`config.mk`:
```
export PLATFORM = sky130hd
export DESIGN_NAME = imm_gen_pipe
export DESIGN_NICKNAME = d
export VERILOG_FILES = /design/src/rtl/imm_gen_pipe.sv
export SDC_FILE = /design/constraint.sdc
export NUM_CORES = 1
export LEC_CHECK = 0
export CORE_ASPECT_RATIO = 0.8
export CORE_MARGIN = 2
export CORE_UTILIZATION = 40
export DETAILED_ROUTE_END_ITERATION = 8
export PLACE_DENSITY = 0.69
export SYNTH_ARGS = -nofsm -noshare
export SYNTH_HDL_FRONTEND = slang
export SYNTH_SLANG_ARGS = --single-unit
export TNS_END_PERCENT = 5
```
`constraint.sdc`:
```
create_clock -name clk -period 1.6 [get_ports clk]
set_input_delay 0.16 -clock clk [delete_from_list [all_inputs] [get_ports clk]]
set_output_delay 0.16 -clock clk [all_outputs]
set_load 0.005 [all_outputs]
```
`src/rtl/imm_gen_pipe.sv`:
```
// Decode-stage immediate extender with a one-cycle valid/ready pipeline stage.
// A 2-entry skid buffer absorbs execute back-pressure; illegal formats are flagged and counted.
//
// state | meaning
// EMPTY | no entry held, output invalid
// ONE   | output register holds a valid entry
// FULL  | output and skid registers both valid, upstream stalled
module imm_gen_pipe #(
    parameter int XLEN  = 32,
    parameter int TAG_W = 32,
    parameter int CNT_W = 8
) (
    input  logic             clk,
    input  logic             rst_n,
    input  logic             flush,
    input  logic             in_valid,
    output logic             in_ready,
    input  logic [31:0]      instr,
    input  logic [2:0]       ImmSrc,
    input  logic [TAG_W-1:0] in_tag,
    output logic             out_valid,
    input  logic             out_ready,
    output logic [XLEN-1:0]  ImmExt,
    output logic [TAG_W-1:0] out_tag,
    output logic             illegal,
    output logic [CNT_W-1:0] illegal_cnt
);

    typedef enum logic [1:0] {EMPTY = 2'd0, ONE = 2'd1, FULL = 2'd2} state_t;

    state_t           state, state_nxt;
    logic             in_ready_q;
    logic             in_xfer, out_xfer, accept;
    logic [XLEN-1:0]  imm_new;
    logic             ill_new;
    logic [XLEN-1:0]  skid_imm;
    logic [TAG_W-1:0] skid_tag;
    logic             skid_ill;
    logic             unused_opcode;

    assign unused_opcode = ^instr[6:0];

    always_comb begin
        imm_new = {XLEN{instr[31]}};
        ill_new = 1'b0;
        case (ImmSrc)
            3'b000: imm_new[11:0] = instr[31:20];
            3'b001: imm_new[11:0] = {instr[31:25], instr[11:7]};
            3'b010: imm_new[11:0] = {instr[7], instr[30:25], instr[11:8], 1'b0};
            3'b011: imm_new = '0;
            3'b100: imm_new[19:0] = {instr[19:12], instr[20], instr[30:21], 1'b0};
            3'b101: imm_new[31:0] = {instr[31:12], 12'h000};
            3'b110: begin
                imm_new = '0;
                if (XLEN == 64) imm_new[5:0] = instr[25:20];
                else            imm_new[4:0] = instr[24:20];
            end
            default: begin
                imm_new = '0;
                ill_new = 1'b1;
            end
        endcase
    end

    assign in_xfer  = in_valid & in_ready_q;
    assign out_xfer = out_valid & out_ready;
    assign accept   = in_xfer & ~flush;

    always_ff @(posedge clk or negedge rst_n) begin
        if (!rst_n) begin
            state      <= EMPTY;
            in_ready_q <= 1'b0;
        end else begin
            state      <= state_nxt;
            in_ready_q <= (state_nxt != FULL);
        end
    end

    always_comb begin
        state_nxt = state;
        case (state)
            EMPTY: if (in_xfer) state_nxt = ONE;
            ONE: begin
                if (out_xfer && !in_xfer)      state_nxt = EMPTY;
                else if (in_xfer && !out_xfer) state_nxt = FULL;
            end
            FULL:    if (out_xfer) state_nxt = ONE;
            default: state_nxt = EMPTY;
        endcase
        if (flush) state_nxt = EMPTY;
    end

    always_comb begin
        in_ready  = in_ready_q;
        out_valid = (state != EMPTY);
    end

    // Output register reloads from the input or drains the skid; skid only fills from ONE.
    always_ff @(posedge clk or negedge rst_n) begin
        if (!rst_n) begin
            ImmExt      <= '0;
            out_tag     <= '0;
            illegal     <= 1'b0;
            skid_imm    <= '0;
            skid_tag    <= '0;
            skid_ill    <= 1'b0;
            illegal_cnt <= '0;
        end else begin
            if (accept && (state == EMPTY || (state == ONE && out_xfer))) begin
                ImmExt  <= imm_new;
                out_tag <= in_tag;
                illegal <= ill_new;
            end else if (!flush && state == FULL && out_xfer) begin
                ImmExt  <= skid_imm;
                out_tag <= skid_tag;
                illegal <= skid_ill;
            end
            if (accept && state == ONE && !out_xfer) begin
                skid_imm <= imm_new;
                skid_tag <= in_tag;
                skid_ill <= ill_new;
            end
            if (accept && ill_new && illegal_cnt != {CNT_W{1'b1}})
                illegal_cnt <= illegal_cnt + CNT_W'(1);
        end
    end

endmodule

```
==> flow_metrics.tcl <==
set metrics [dict create \
    p_leak_uw 0.00420 \
    ys_top_cells_by_area "dfrtp_1 58%, nand2_1 7.6%, a22o_1 5.4%" \
    numCtsBuffers 17 \
    synth_top_area_cell "dfrtp_1" \
    synth_cells 577 \
    fin_crit_sh_pct 99.9 \
    overflow 0 \
    synth_simple_gate_area_share_pct 14.3 \
    finalClockSkew_ns 0.00836 \
    crit_path_start_kind "flop" \
    syn_avg_cell_area_um2 10.6 \
    crit_path_end_kind "flop" \
    rows 40 \
    insertion_delay_ns 0.42 \
    synth_top_area_share_pct 57.6 \
    numPortBuffers 139 \
    holdWs_ns 0.208 \
    ir_drop_mv 0.746 \
    die_y_um 115 \
    wl_per_cell_um 17.4 \
    synth-compound-area-share_pct 22.0 \
    cts_root_buf "clkbuf_16" \
    synth_mux_area_share_pct 2.23 \
    final_common_cell "dfrtp_1" \
    finalMaxSlewViolations 0 \
    dieArea_um2 16300 \
    num_io_pins 147 \
    placedInstanceArea_um2 8040 \
    die_w_um 142 \
    period_needed_ns 1.60 \
    synth_fa_ha_area_share_pct 0.368 \
    drtAntennaViolNets 0 \
    core_um2 15000 \
    clkSinkCount 141 \
    place_congestion 0.815 \
    synth.cell_area_um2 6120 \
    n_antenna_cell 0 \
    critical_path_required_ns 1.89 \
    final_layout_size_suffix_gt1_share_pct 14.0 \
    viasPerCell 5.37 \
    start_util_pct 40.8 \
    layout.cells.non_filler 951 \
    grt_pass1_wl_mm 26.2 \
    synth-seq-cells 141 \
    drt_iter0_drc 350 \
    ctsLongestPathBuffers 2 \
    dr.pass1.iters 5 \
    hp-class "input port to asynchronous set/reset pin" \
    num-nets-final 822 \
    cts_tree "built" \
    maxSlewHeadroom_pct 72.0 \
    htreeDepth 4 \
    fin_setup_tns_ns 0 \
    grt_pass1_vias 5075 \
    rsz0062_at_grt "yes" \
    power_uw 11000 \
    area_delta_synth_final_pct 45.4 \
    clk_pin_slew_ns 0.06 \
    worst_pin_slew_ns 0.419 \
    yosysSeqAreaShare_pct 57.6 \
    final_cell_mix "138 x dfrtp_1, 135 x clkdlybuf4s50_1, 122 x nand2_1" \
    status "complete, no violations" \
    synth.distinct_cells 43 \
    antenna_found_initial 0 \
    synth_top_family_by_area "compound AO/OA/AOI/OAI gates" \
    power_density_nw_per_um2 1240 \
    fin_area_um2 8900 \
    critPathMaxFanout 10 \
    place_hpwl_mm 10.6 \
    setup_viol 0 \
    grt_max_degree 54 \
    grt_usage_pct 20.7 \
    fmax_mhz 626 \
    drc 0 \
    placed_cells 906 \
    synth-xor-area-share_pct 0.286 \
    crit_type "flop to flop" \
    syn_nets 650 \
    yosys_warnings 0 \
    drt-total-wl_mm 16.5 \
    drv_cap 0 \
    crit_arrival_ns 1.89 \
    num_vias 5105 \
    hold_viol 0 \
]
==> critical path, stage by stage, from the launching register on <==
cell      delay (ns)
dfrtp_1         0.40
nand3b_1        0.24
nor2_4          0.19
buf_6           0.13
nor2_4          0.06
buf_12          0.14
a221o_1         0.31
==> logic make-up (layout without fill, tap and decap cells) <==
family | Yosys count | after routing
fa+ha+maj | 2 | 2
mux | 13 | 13
simple gates | 198 | 199
buf+inv | 43 | 227
compound gates | 178 | 178
flops | 141 | 141
xor+xnor | 2 | 2
==> synthesized netlist by cell type (all sizes together) <==
library cell	instances
xnor2	1
a211oi	3
dfrtp	141
or2	2
nor3	3
a22o	38
a21o	36
mux2	5
a32oi	1
nand3b	1
nor2	30
and3b	1
xor2	1
nand2	124
or3b	1
and4bb	1
nand2b	4
and4	1
and3	1
o21ai	22
a211o	1
a221o	32
mux2i	8
nor2b	8
a41oi	1
a31oi	14
nand3	5
ha	1
nor4bb	2
a21boi	1
o21a	9
nand4	3
buf	20
and2	10
nor4	1
clkbuf	23
maj3	1
a21oi	20
==> report_power, final <==
part / switching (µW) / internal, µW
Combinational: 874 / 1370
Sequential: 442 / 4330
Clock: 1490 / 2530
==> registers in the layout (all words and copies together), names as in the netlist <==
| signal | flops |
|---|---|
| illegal_cnt | 8 |
| skid_imm | 32 |
| in_ready | 1 |
| skid_tag | 32 |
| illegal | 1 |
| ImmExt | 32 |
| skid_ill | 1 |
| state | 2 |
| out_tag | 32 |
==> final timing paths <==
| kind | startpoint | endpoint | slack (ns) | cells past startpoint |
|---|---|---|---|---|
| worst max-delay path | state[0] | ImmExt[10] | 0.002 | 6 |
| worst min-delay path | rst_n | illegal_cnt[7] | 0.21 | 2 |
| worst max register to register | state[0] | ImmExt[10] | 0.002 | 6 |
| worst min register to register | skid_tag[4] | skid_tag[4] | 0.47 | 2 |
| max in group asynchronous | rst_n | ImmExt[6] | 0.81 | 3 |
| min in group clk | in_tag[13] | skid_tag[13] | 0.31 | 3 |
==> repair_timing <==
item,CTS,global route
hold buffers,1,0
endpoints found under the setup margin,67,75
cloned,3,2
hold endpoints to repair,141,0
pin swaps,8,22
buffers inserted,3,5
gates resized for setup,15,14
==> area by class of cell <==
cell class | instances | area, µm²
flip-flops and latches | 141 | 3530
repair buffers | 195 | 2100
well taps | 189 | 236
clock buffers | 22 | 464
multi-input cells | 394 | 2430
clock inverters | 10 | 138
fillers | 1211 | 6110
==> stage by stage <==
stage | utilization, % | setup slack, ns
2_1_floorplan | - | 0.000548
3_3_place_gp | 53.6 | -0.637
3_5_place_dp | 53.6 | -0.664
4_1_cts | 58.6 | -0.119
5_1_grt | 59.3 | -0.0635
6_report | 59.3 | 0.00171
==> layer usage <==
metal	global-route usage, %	share of wire [%]
met5	0	0
met3	3.89	3.8
met1	28.0	45
met2	33.2	49
met4	8.05	1.9
Power figures use the tool's default switching activity.
